### src/rtl/spi_mem_bridge_pkg.sv
// Shared constants for the SPI memory bridge: opcodes, device select, byte limit
// and the bridge FSM encoding.
package spi_mem_bridge_pkg;
  localparam logic [7:0] SPI_CMD_READ  = 8'h03;
  localparam logic [7:0] SPI_CMD_WRITE = 8'h02;
  localparam int         DEV_SEL_BIT   = 24;
  localparam int         MAX_BYTES     = 4;

  typedef enum logic [1:0] {
    ST_IDLE,
    ST_SHIFT,
    ST_DONE
  } state_t;
endpackage

### src/rtl/spi_mem_bridge_shift_engine.sv
// SPI mode-0 bit engine: two clk cycles per bit, MSB-first TX from a 64-bit frame,
// RX bits captured only during the data phase (bit index 32 and up).
module spi_shift_engine (
  input  logic        clk,
  input  logic        rst_n,
  input  logic        load,
  input  logic        active,
  input  logic [63:0] frame,
  input  logic [5:0]  last_bit,
  input  logic        miso,
  output logic        sclk,
  output logic        mosi,
  output logic [31:0] rx_data,
  output logic        finish
);
  logic [5:0]  cnt;
  logic        phase;
  logic [63:0] tx_sr;
  logic [31:0] rx_sr;

  always_ff @(posedge clk) begin
    if (!rst_n) begin
      cnt   <= '0;
      phase <= 1'b0;
      tx_sr <= '0;
      rx_sr <= '0;
    end else if (load) begin
      cnt   <= '0;
      phase <= 1'b0;
      tx_sr <= frame;
      rx_sr <= '0;
    end else if (active) begin
      if (!phase) begin
        phase <= 1'b1;
        // cnt[5] set means we are past opcode+address, i.e. in the data phase
        if (cnt[5])
          rx_sr <= {rx_sr[30:0], miso};
      end else begin
        phase <= 1'b0;
        tx_sr <= {tx_sr[62:0], 1'b0};
        if (cnt != last_bit)
          cnt <= cnt + 6'd1;
      end
    end
  end

  assign sclk    = phase;
  assign mosi    = tx_sr[63];
  assign rx_data = rx_sr;
  assign finish  = active & phase & (cnt == last_bit);
endmodule

### src/rtl/spi_mem_bridge.sv
// Bridges the core's level-held memory request onto one SPI transaction to flash
// (cs1) or serial SRAM (cs2); read data is returned left-aligned.
module spi_mem_bridge
  import spi_mem_bridge_pkg::*;
#(
  parameter logic [7:0] CMD_READ  = SPI_CMD_READ,
  parameter logic [7:0] CMD_WRITE = SPI_CMD_WRITE
) (
  input  logic        clk,
  input  logic        rst_n,
  input  logic        start_request,
  input  logic [2:0]  num_bytes,
  input  logic        is_write,
  input  logic [24:0] target_address,
  input  logic [31:0] write_value,
  output logic [31:0] fetched_value,
  output logic        request_done,
  output logic        sclk,
  output logic        mosi,
  output logic        cs1,
  output logic        cs2,
  input  logic        miso
);
  function automatic logic [2:0] sat_bytes(input logic [2:0] n);
    return (n > 3'(MAX_BYTES)) ? 3'(MAX_BYTES) : n;
  endfunction

  function automatic logic [31:0] align_tx(input logic [31:0] v, input logic [2:0] n);
    case (n)
      3'd1:    return {v[7:0], 24'h0};
      3'd2:    return {v[15:0], 16'h0};
      3'd3:    return {v[23:0], 8'h0};
      default: return v;
    endcase
  endfunction

  function automatic logic [31:0] align_rx(input logic [31:0] v, input logic [2:0] n);
    case (n)
      3'd1:    return {v[7:0], 24'h0};
      3'd2:    return {v[15:0], 16'h0};
      3'd3:    return {v[23:0], 8'h0};
      default: return v;
    endcase
  endfunction

  state_t      state, state_n;
  logic        done_flag;
  logic [2:0]  n_q;
  logic        wr_q;
  logic        load, set_done, clr_done, finish;
  logic [2:0]  n_eff;
  logic        dev_sram, special;
  logic [63:0] frame;
  logic [5:0]  last_bit;
  logic [31:0] rx_data;

  assign n_eff    = sat_bytes(num_bytes);
  assign dev_sram = target_address[DEV_SEL_BIT];
  // Flash is read-only, so a flash write completes without touching the bus
  assign special  = (n_eff == 3'd0) || (is_write && !dev_sram);
  assign frame    = {is_write ? CMD_WRITE : CMD_READ, target_address[23:0],
                     is_write ? align_tx(write_value, n_eff) : 32'h0};
  assign last_bit = 6'd31 + {n_q, 3'b000};

  always_comb begin
    state_n  = state;
    load     = 1'b0;
    set_done = 1'b0;
    clr_done = 1'b0;
    case (state)
      ST_IDLE:
        if (start_request && !done_flag) begin
          if (special) begin
            state_n  = ST_DONE;
            set_done = 1'b1;
          end else begin
            state_n = ST_SHIFT;
            load    = 1'b1;
          end
        end
      ST_SHIFT:
        if (finish) begin
          state_n  = ST_DONE;
          set_done = 1'b1;
        end
      ST_DONE:
        if (!start_request) begin
          state_n  = ST_IDLE;
          clr_done = 1'b1;
        end
      default: state_n = ST_IDLE;
    endcase
  end

  always_ff @(posedge clk) begin
    if (!rst_n) begin
      state         <= ST_IDLE;
      done_flag     <= 1'b0;
      n_q           <= '0;
      wr_q          <= 1'b0;
      cs1           <= 1'b1;
      cs2           <= 1'b1;
      fetched_value <= '0;
    end else begin
      state <= state_n;
      if (set_done)
        done_flag <= 1'b1;
      else if (clr_done)
        done_flag <= 1'b0;
      if (load) begin
        n_q  <= n_eff;
        wr_q <= is_write;
        cs1  <= dev_sram;
        cs2  <= !dev_sram;
        if (!is_write)
          fetched_value <= '0;
      end
      if (finish) begin
        cs1 <= 1'b1;
        cs2 <= 1'b1;
        if (!wr_q)
          fetched_value <= align_rx(rx_data, n_q);
      end
    end
  end

  spi_shift_engine u_engine (
    .clk      (clk),
    .rst_n    (rst_n),
    .load     (load),
    .active   (state == ST_SHIFT),
    .frame    (frame),
    .last_bit (last_bit),
    .miso     (miso),
    .sclk     (sclk),
    .mosi     (mosi),
    .rx_data  (rx_data),
    .finish   (finish)
  );

  assign request_done = done_flag & start_request;
endmodule

### config.mk
export PLATFORM = sky130hd
export DESIGN_NAME = spi_mem_bridge
export DESIGN_NICKNAME = d
export VERILOG_FILES = /design/src/rtl/spi_mem_bridge_pkg.sv /design/src/rtl/spi_mem_bridge_shift_engine.sv /design/src/rtl/spi_mem_bridge.sv
export SDC_FILE = /design/constraint.sdc
export NUM_CORES = 1
export LEC_CHECK = 0
export ABC_AREA = 0
export BUFFER_PORTS_ARGS = -buffer_cell sky130_fd_sc_hd__buf_2
export CORE_ASPECT_RATIO = 2
export CORE_MARGIN = 1
export CORE_UTILIZATION = 36
export DETAILED_ROUTE_END_ITERATION = 10
export GPL_TIMING_DRIVEN = 1
export PLACE_DENSITY_LB_ADDON = 0.12
export SETUP_SLACK_MARGIN = 0.05
export SYNTH_ARGS = -nofsm -noshare
export SYNTH_HDL_FRONTEND = slang
export SYNTH_HIERARCHICAL = 1
export SYNTH_SLANG_ARGS = --single-unit
export TNS_END_PERCENT = 30
### constraint.sdc
create_clock -name clk -period 2.6 [get_ports clk]
set_input_delay 0.13 -clock clk [delete_from_list [all_inputs] [get_ports clk]]
set_output_delay 0.13 -clock clk [all_outputs]
set_load 0.005 [all_outputs]
After elaboration in Yosys (flattened, before gate mapping)
Cells that the tools add are included.
- bits in registers: 144
- bits of input ports: 65
- logic and storage cells: 77
- $add $sub $neg: 2
- $lt $le $gt $ge: 1
- eq/ne operators: 13
- multiplexer cells: 29
- bitwise gates (word level): 5
- reduce and logical (&&, ||, !) cells: 16
- operators by type and width (kind ; count):
    64-bit 2-to-1 mux ; 3
    32-bit case mux with 3 select lines ; 2
    32-bit 2-to-1 mux ; 5
    3-bit by 2-bit == test with 1-bit output, second input constant ; 4
    1-bit 2-to-1 mux ; 12
    3-bit AND reduction ; 3
    2-bit 2-to-1 mux ; 4
    5-bit by 6-bit adder with 6-bit output, first input constant ; 1
    6-bit by 1-bit adder with 6-bit output, second input constant ; 1
    3-bit by 1-bit == test with 1-bit output, second input constant ; 2
    6-bit == test ; 1
    2-bit != test, second input constant ; 3
    6-bit != test ; 1
    2-bit case mux with 3 select lines ; 1
    2-bit nonzero test ; 3
    2-bit OR reduction ; 2
    1-bit bitwise AND ; 3
    3-bit > comparator, second input constant ; 1
    3-bit logical NOT ; 1
    3-bit 2-to-1 mux ; 1
    2-bit by 1-bit == test with 1-bit output, second input constant ; 1
    2-bit == test, second input constant ; 1
    1-bit logical AND ; 2
    1-bit logical NOT ; 2
    5 further kinds ; 6

Depth between registers and ports, before layout
Gate-level depths: netlist of run 1.
- depth in word-level cells: 10
- gate-level depth with buffers: 12

Modules after synthesis
The synthesis of run 1 kept the hierarchy.
- modules (own cells, without submodules) (module ; instances ; cells each ; area an instance (µm²) ; sequential area each (µm²)):
    spi_shift_engine ; 1 ; 537 ; 4529.3 ; 2062.0
    spi_mem_bridge ; 1 ; 346 ; 2698.8 ; 820.8

Least setup slack after synthesis of run 1
Ideal clock, no wire load.
- path kind: register -> register
- start: reg n_q[2]
- end: reg fetched_value[14]
- arrival time: 2505 ps
- data required time: 2535 ps
- slack: 30 ps
- cell stages (with the launch flop): 12
- buffers on the path: 3
- period minus slack after synthesis: 2570 ps
- cells stage by stage: dfxtp_1 -> clkbuf_1 -> xnor2_1 -> xor2_1 -> nor4_4 -> and3_1 -> nor2b_1 -> clkbuf_1 -> o21a_1 -> buf_2 -> a222oi_1 -> nor2b_1
- word-level cells in the longest chain between the ends: 4
- elaborated cells on any way between the ends: 9
- classes of those cells: 1 x add/sub; 4 x eq/ne; 3 x mux; 1 x bitwise
- ends and longest elaborated chain (element ; line ; RTL):
    from (decl) ; spi_mem_bridge.sv:48 ; logic [2:0] n_q;
    from (signal assigned) ; spi_mem_bridge.sv:111 ; n_q <= n_eff;
    5-bit by 6-bit adder with 6-bit output ; spi_mem_bridge.sv:63 ; assign last_bit = 6'd31 + {n_q, 3'b000};
    net last_bit[5] ; spi_mem_bridge.sv:54 ; logic [5:0] last_bit;
    6-bit == test ; spi_mem_bridge_shift_engine.sv:50 ; assign finish = active & phase & (cnt == last_bit);
    1-bit bitwise AND ; spi_mem_bridge_shift_engine.sv:50 ;
    net finish ; spi_mem_bridge.sv:50 ; logic load, set_done, clr_done, finish;
    32-bit 2-to-1 mux ; spi_mem_bridge.sv:118 ; if (finish) begin
    to (signal assigned) ; spi_mem_bridge.sv:122 ; fetched_value <= align_rx(rx_data, n_q);
    to (decl) ; spi_mem_bridge.sv:16 ; output logic [31:0] fetched_value,
The timed path passes the listed nets, and every way through them passes these cells.
A chain may end at the register's enable or synchronous reset.

Worst setup path in the final report of run 1
- start: reg n_q[0]
- end: reg fetched_value[8]
The elaborated chain is that of the path after synthesis.

==> results of run 1 <==
cell type report:
cell class / instances / share of cell area (%)
Inverter: 18 / 0.765
Sequential cell: 144 / 32.7
Clock buffer: 18 / 4.97
Multi-Input combinational cell: 657 / 45.5
Timing Repair Buffer: 146 / 10.4
Clock inverter: 14 / 2.03
Tap cell: 262 / 3.71
metal layers:
layer  GRT usage, %  vias up  part of all wire [%]
met4           11.7        0                   4.1
met5              0        -                     0
li1               -     3258                     -
met1           21.5     2953                    38
met3           3.18       38                   2.8
met2           38.9      147                    55
path summary, 6_finish.rpt:
path,start,to,slack (ns)
worst max-delay path,n_q[0]$_SDFFE_PN0N_,fetched_value[8]$_SDFF_PN0_,0.19
worst min-delay path,target_address[10],u_engine/tx_sr[42]$_SDFFE_PN0P_,0.02
worst max register to register,n_q[0]$_SDFFE_PN0N_,fetched_value[8]$_SDFF_PN0_,0.19
worst min register to register,fetched_value[0]$_SDFF_PN0_,fetched_value[0]$_SDFF_PN0_,0.45
cells by family (layout without fill, tap and decap cells):
kind of cell | after synthesis | count (layout)
AO/OA/AOI/OAI | 221 | 221
AND/OR/NAND/NOR | 336 | 336
buffers and inverters | 90 | 196
XOR/XNOR | 10 | 10
other | 2 | 10
multiplexers | 75 | 75
flip-flops | 144 | 144
adder cells (fa/ha/maj) | 5 | 5
metrics by stage:
stage	cell area [um^2]	util, %
after detailed placement	8150	41.3
after floorplan	7260	-
after global routing	8830	44.7
after global placement	8150	41.3
final	8830	44.7
after CTS	8820	44.7
tightest hold or removal path, cell delays in order:
cell     delay (ns)
buf_2          0.08
nand2_1        0.04
o21ai_1        0.05
and2_1         0.11
power by group:
part | switching [mW] | internal, mW | leakage, nW
sequential | 0.0463 | 2.28 | 1.17
clock | 1.01 | 1.55 | 0.294
combinational | 0.391 | 0.282 | 2.43
timing repair:
item | CTS | global route
endpoints found under the hold margin | 4 | 0
hold buffers | 4 | 0
setup endpoints to repair | 21 | 23
resized for setup | 2 | 7
pin swaps | 0 | 1
synth_stat cells (all sizes together), types with 8 or more instances:
cell type,count,area [um^2]
dfxtp,144,2880
a211oi,8,60.1
inv,17,63.8
buf,37,188
a21oi,68,352
nand3,19,95.1
nor2,37,139
o21ai,81,405
nor3,17,96.4
and2,72,450
mux2i,75,751
nand2,150,566
a222oi,16,160
nor2b,13,81.3
a22oi,13,97.6
o221a,8,90.1
clkbuf,35,133
flip-flops by register name (all words and copies together), names as in the netlist:
signal / flops
cs1: 1
cs2: 1
done_flag: 1
fetched_value: 32
n_q: 3
state: 2
u_engine/cnt: 6
u_engine/rx_data: 32
u_engine/sclk: 1
u_engine/tx_sr: 64
wr_q: 1
==> flow_summary.toml, run 1 <==
[final_layout]
final_cell_mix = "nand2_1, dfxtp_1, buf_2"
area_growth_pct = 22.1
nNetsFinal = 1054
final_cell_count_no_fill = 1259
final_layout_size_suffix_gt1_share_pct = 19.8
seq_area_mm2 = 0.00288
final_common_cell = "nand2_1"
antenna_cells = 0
multi_input_area_mm2 = 0.00402
fillers = 2042

[floorplanning]
coreArea_mm2 = 0.0197
die_area_mm2 = 0.0207
die_x_um = 102
io_pins = 102
die_height_um = 202
rows = 73
start_util_pct = 36.6

[timing]
final.setup.worst_slack_ns = 0.191
tightest_slew_ns = 0.705
rsz0062_at_grt = "true"
hold_viol_final = 0
period_minus_slack_ns = 2.41
holdWs_ns = 0.0186
fin_skew_ns = 0.00899
setup-violations-final = 0
finalCritPeriodShare_pct = 92.7
slew-limit-headroom_pct = 52.9
setup_tns_ns = 0
slew_viol_final = 0
fmax_mhz = 415

[global_route]
grt_max_degree = 65
grt_pass1_wl_um = 32900
grt_remaining_overflow = 0
grt_use_total_pct = 20.9
grt_pass1_vias = 6403
antenna_found_initial = 0

[logic_synthesis]
ys_seq_area_share_pct = 39.9
ys_seq_elements = 144
synth_edf_count = 0
async_reset_ff_share_pct = 0
synth-simple-area-share_pct = 22.8
synth_compound_area_share_pct = 19.4
synth.distinct_cells = 51
synth_xor_xnor_area_share_pct = 1.21
syn_avg_cell_area_um2 = 8.19
synth_top_family_by_area = "simple AND/OR/NAND/NOR gates"
synthFlopType = "dfxtp_1"
synth_mux_area_share_pct = 10.4
synth.yosys.warnings = 6
synth_adder_area_share_pct = 0.866
synth_area_mm2 = 0.00723
synthCells = 883

[clocking]
cts_htree_levels = 4
path_clk_slew_ns = 0.07
clock_latency_ns = 0.43
cts_buffers = 17
cts_root_buffer = "clkbuf_16"
cts_tree = "yes"
clkSinkCount = 144
post_cts_buffers = 0
clk_path_buf_depth = 2

[routing]
drc_errors = 0
first_pass_iters = 8
via_count = 6396
post_drt_wl_per_cell_um = 16.4
ant_nets = 0
drt_iter0_drc = 238
finalWirelength_um = 20600
vias_per_cell = 5.08

[placed_design]
post-place-ws_ns = -0.0526
post-dp-hpwl_um = 15100
place_inst = 1223
place_congestion = 0.804
port_buffers = 101

[run]
maxCapViolations = 0

[critical_path]
cp_cell_sequence = "inv_1 > ha_1 > xnor2_1 > xor2_1 > nor4_4 > and3_1 > nor2b_2 > a41oi_4 > a222oi_1 > nor2b_1"
crit_required_ns = 2.96
crit_cells = 10
worstPathMaxFanout = 21
startpoint_type = "register"
crit_family = "compound AO/OA/AOI/OAI gates"
critPathMaxStageDelay_ns = 0.58
reg2regPathDepth = 10
critPathKind = "register to register"
end_kind = "register"
slowest_stage = "a41oi_4"
cp.arrival_ns = 2.77
crit_buf_inv = 1

[power]
power.density_mw_per_mm2 = 629
irDropWorstVdd_v = 0.000436
p_leak_nw = 3.89
p_total_mw = 5.56

[run_status]
status = "completed"

[worst_hold_path]
hold_class = "input port to register"
hold-path-cell-count = 4
Power figures use the tool's default switching activity.
==> run 2: changes to the inputs <==
==> constraint.sdc (replaced) <==
create_clock -name clk -period 2.6 [get_ports clk]
set_input_delay 0.26 -clock clk [delete_from_list [all_inputs] [get_ports clk]]
set_output_delay 0.26 -clock clk [all_outputs]
set_load 0.005 [all_outputs]
==> run 2 against run 1 <==
Net effect:
- core utilization is 0.26 points lower
- worst setup slack better by 0.0051 ns
- die area stayed put
- flip-flop and latch count stayed put
- via count is 0.17% lower
- register-to-register slack hardly changed
- critical path depth is 2 higher
- total power is 0.99% higher
- clock skew is 0.0012 ns lower
- sequential share of layout area is 0.19 points higher
==> flow_summary.toml, run 2 (synthesis results as in run 1) <==
[run_status]
status = "completed"

[final_layout]
largest_reg_flops = 64
area_growth_pct = 21.4
utilization_pct = 44.5
final_cell_area_mm2 = 0.00878
final_common_cell = "nand2_1"
nNetsFinal = 1043
seq_area_mm2 = 0.00288
final_cell_mix = "nand2_1, dfxtp_1, buf_2"
regMostFlops = "u_engine/tx_sr"
final_layout_size_suffix_gt1_share_pct = 18.9
antenna_cells = 0
fillers = 2056
multi_input_area_mm2 = 0.00405

[placed_design]
place_congestion = 0.818
place_area_mm2 = 0.00806
post-place-ws_ns = -0.0797
port_buffers = 101
post-dp-hpwl_um = 14700

[timing]
setup-violations-final = 0
final.setup.worst_slack_ns = 0.196
fin_skew_ns = 0.00779
hold_viol_final = 0
tightest_slew_ns = 1.17
period_minus_slack_ns = 2.40
rsz0062_at_grt = "false"
slew_viol_final = 0
finalCritPeriodShare_pct = 92.5
slew-limit-headroom_pct = 21.9
fmax_mhz = 416

[run]
maxCapViolations = 0

[clocking]
cts_htree_levels = 4
clock_latency_ns = 0.42
clkSinkCount = 144
cts_buffers = 17
clk_path_buf_depth = 2
postCtsHoldBufs = 0
cts_root_buffer = "clkbuf_16"
path_clk_slew_ns = 0.06
cts_tree = "yes"

[floorplanning]
io_pins = 102
coreArea_mm2 = 0.0197
rows = 73
die_height_um = 202
die_area_mm2 = 0.0207
start_util_pct = 36.6
die_x_um = 102

[critical_path]
end_kind = "register"
critPathKind = "register to register"
worstPathMaxFanout = 16
startpoint_type = "register"
crit_required_ns = 2.90
cp.arrival_ns = 2.71

[routing]
finalWirelength_um = 20800
ant_nets = 0
drc_errors = 0
drt_iter0_drc = 287
post_drt_wl_per_cell_um = 16.6
vias_per_cell = 5.12
first_pass_iters = 5
via_count = 6385

[power]
power.density_mw_per_mm2 = 639
irDropWorstVdd_v = 0.000417
p_leak_nw = 3.86
p_total_mw = 5.61

[global_route]
grt_pass1_vias = 6145
grt_remaining_overflow = 0
grt_use_total_pct = 20.4
antenna_found_initial = 0
grt_max_degree = 102
grt_pass1_wl_um = 32200

[worst_hold_path]
hold_class = "input port to register"
-- run 2: layer usage --
layer	GRT usage, %	wire (um)	vias to the layer above
met5	0	0	-
met2	38.5	11600	132
met4	8.78	619	0
met1	21.1	7920	2972
met3	3.84	631	35
li1	-	-	3246
-- run 2: where the power goes --
part           leakage, nW  internal (mW)  switching (mW)
clock                0.309           1.71           0.916
combinational         2.38          0.263           0.393
sequential            1.17           2.28          0.0507
-- run 2: area by class of cell --
type	count	share of cell area, %
Clock buffer	23	5.56
Multi-Input combinational cell	658	46.1
Timing Repair Buffer	134	9.19
Sequential cell	144	32.8
Tap cell	262	3.73
Clock inverter	9	1.75
Inverter	18	0.770
-- run 2: path summary, 6_finish.rpt --
check        slack (ns)  cells after the start                         from                                to
min reg2reg        0.45                      2  fetched_value[6]$_SDFF_PN0_       fetched_value[6]$_SDFF_PN0_
max                0.20                     12          n_q[0]$_SDFFE_PN0N_      fetched_value[15]$_SDFF_PN0_
min                0.08                      3                         miso  u_engine/rx_data[0]$_SDFFE_PP0P_
max reg2reg        0.20                     12          n_q[0]$_SDFFE_PN0N_      fetched_value[15]$_SDFF_PN0_
-- run 2: timing repair --
action	CTS	global route
cloned	0	1
pin swaps	0	1
resized for setup	1	6
setup endpoints to repair	21	28
setup buffers	0	2
-- run 2: critical path: stages (launching register included) --
cell      delay [ns]
dfxtp_1         0.32
inv_1           0.06
ha_1            0.22
xnor2_2         0.14
xor2_1          0.26
nor4_4          0.08
and3_1          0.21
nor2b_4         0.14
buf_6           0.16
o21a_1          0.14
buf_12          0.15
a222oi_1        0.33
nor2b_1         0.08
-- run 2: metrics by stage --
step | hold WS, ns | setup TNS, ns | instances
3_5_place_dp | 0.446 | -0.721 | 1213
3_3_place_gp | 0.443 | -0.0764 | 1213
4_1_cts | 0.0655 | 0 | 1245
6_report | 0.0786 | 0 | 1248
2_1_floorplan | 0.396 | 0 | 891
5_1_grt | 0.0885 | 0 | 1248
==> run 3: changes to the inputs <==
--- a/config.mk
+++ b/config.mk
@@ -7,6 +7,8 @@
 export LEC_CHECK = 0
 export ABC_AREA = 0
 export BUFFER_PORTS_ARGS = -buffer_cell sky130_fd_sc_hd__buf_2
+export CELL_PAD_IN_SITES_DETAIL_PLACEMENT = 1
+export CELL_PAD_IN_SITES_GLOBAL_PLACEMENT = 1
 export CORE_ASPECT_RATIO = 2
 export CORE_MARGIN = 1
 export CORE_UTILIZATION = 36
==> run 3 against run 2 <==
Net effect:
- non-clock buffer count is 6 higher
- sequential power hardly changed
- core utilization is 0.070 points lower
- clock skew is 0.0011 ns higher
- total power is 2.2% lower
==> flow_summary.toml, run 3 (synthesis results as in run 1) <==
[final_layout]
area_growth_pct = 21.2
final_layout_size_suffix_gt1_share_pct = 19.7
seq_area_mm2 = 0.00289
regMostFlops = "u_engine/tx_sr"
final_cell_mix = "nand2_1, dfxtp_1, buf_2"
nNetsFinal = 1049
final_common_cell = "nand2_1"
antenna_cells = 0
final_cell_count_no_fill = 1253
fillers = 2461
largest_reg_flops = 64
final_cell_area_mm2 = 0.00876
multi_input_area_mm2 = 0.00405

[floorplanning]
io_pins = 102
start_util_pct = 36.6
die_x_um = 102
die_area_mm2 = 0.0207
coreArea_mm2 = 0.0197
rows = 73
die_height_um = 202

[power]
p_int_mw = 4.05
comb_power_share_pct = 12.1
switching_share_pct = 26.1
switchingPower_mw = 1.43
p_total_mw = 5.49
p_clk_share_pct = 45.3
power_frac_seq_pct = 42.5
irDropWorstVdd_v = 0.000336
p_leak_nw = 3.85
power.density_mw_per_mm2 = 626

[routing]
drt_iter0_drc = 191
first_pass_iters = 6
finalWirelength_um = 22600
via_count = 6603
post_drt_wl_per_cell_um = 18.0
vias_per_cell = 5.27
ant_nets = 0
drc_errors = 0

[run]
maxCapViolations = 0

[placed_design]
post-dp-hpwl_um = 16100
place_congestion = 0.801
port_buffers = 101
place_inst = 1215
place_area_mm2 = 0.00806

[timing]
slew-limit-headroom_pct = 36.5
slew_viol_final = 0
period_minus_slack_ns = 2.46
hold_viol_final = 0
fmax_mhz = 407
rsz0062_at_grt = "true"
fin_skew_ns = 0.00891
setup-violations-final = 0
finalCritPeriodShare_pct = 94.6
tightest_slew_ns = 0.951

[global_route]
grt_remaining_overflow = 0
grt_use_total_pct = 22.5
grt_pass1_vias = 6847
grt_max_degree = 83
antenna_found_initial = 0
grt_pass1_wl_um = 35500

[run_status]
status = "completed"

[critical_path]
crit_required_ns = 2.90
critPathKind = "register to register"
worstPathMaxFanout = 10
end_kind = "register"
startpoint_type = "register"
cp.arrival_ns = 2.76

[clocking]
cts_buffers = 17
cts_root_buffer = "clkbuf_16"
clock_latency_ns = 0.42
cts_tree = "yes"
clkSinkCount = 144
cts_htree_levels = 4
clk_path_buf_depth = 2
path_clk_slew_ns = 0.06
postCtsHoldBufs = 0

[worst_hold_path]
hold_class = "input port to register"
-- run 3: metrics by stage --
step	setup WS (ns)	hold WS [ns]	utilization [%]	setup TNS (ns)
2_1_floorplan	0.0980	0.396	-	0
3_3_place_gp	-0.0447	0.441	40.9	-0.420
3_5_place_dp	-0.163	0.451	40.9	-2.25
4_1_cts	0.0571	0.0870	44.0	0
5_1_grt	0.00172	0.0983	44.4	0
6_report	0.140	0.0980	44.4	0
-- run 3: what timing repair did --
item                       CTS  global route
setup endpoints to repair   21            28
setup buffers                0             6
resized for setup            5             6
pin swaps                    2             3
gates cloned                 0             1
-- run 3: area by class of cell --
class	instances	share of cell area, %
Multi-Input combinational cell	658	46.2
Tap cell	262	3.74
Timing Repair Buffer	140	9.62
Inverter	18	0.771
Clock inverter	13	1.88
Sequential cell	144	32.9
Clock buffer	18	4.90
-- run 3: path summary, 6_finish.rpt --
path | slack, ns | end | startpoint | depth (start not counted)
min | 0.1 | u_engine/rx_data[0]$_SDFFE_PP0P_ | miso | 3
max reg2reg | 0.14 | fetched_value[13]$_SDFF_PN0_ | n_q[0]$_SDFFE_PN0N_ | 11
min reg2reg | 0.46 | fetched_value[6]$_SDFF_PN0_ | fetched_value[6]$_SDFF_PN0_ | 2
max | 0.14 | fetched_value[13]$_SDFF_PN0_ | n_q[0]$_SDFFE_PN0N_ | 11
-- run 3: worst max-delay path: stages (launching register included) --
cell and delay, ns:
dfxtp_2 0.34, inv_1 0.07, ha_1 0.23, xnor2_2 0.14, xor2_1 0.18, nor4_4 0.28, and3_4 0.23, nor2b_4 0.17
buf_4 0.14, a41oi_2 0.10, a222oi_1 0.38, nor2b_1 0.08
-- run 3: power groups by stage --
stage / Clock [mW] / Sequential, mW / Combinational (mW)
5_1_grt: 2.63 / 2.34 / 0.748
3_5_place_dp: 0 / 2.38 / 0.663
6_report: 2.49 / 2.33 / 0.666
3_3_place_gp: 0 / 2.38 / 0.652
4_1_cts: 2.54 / 2.33 / 0.668
2_1_floorplan: 0 / 2.36 / 0.450
-- run 3: per-layer routing --
metal	vias up	track usage (%)	part of all wire (%)
li1	3261	-	-
met1	3197	23.1	38
met2	114	43.1	57
met3	31	3.04	2.0
met4	0	10.9	3.3
met5	-	0	0
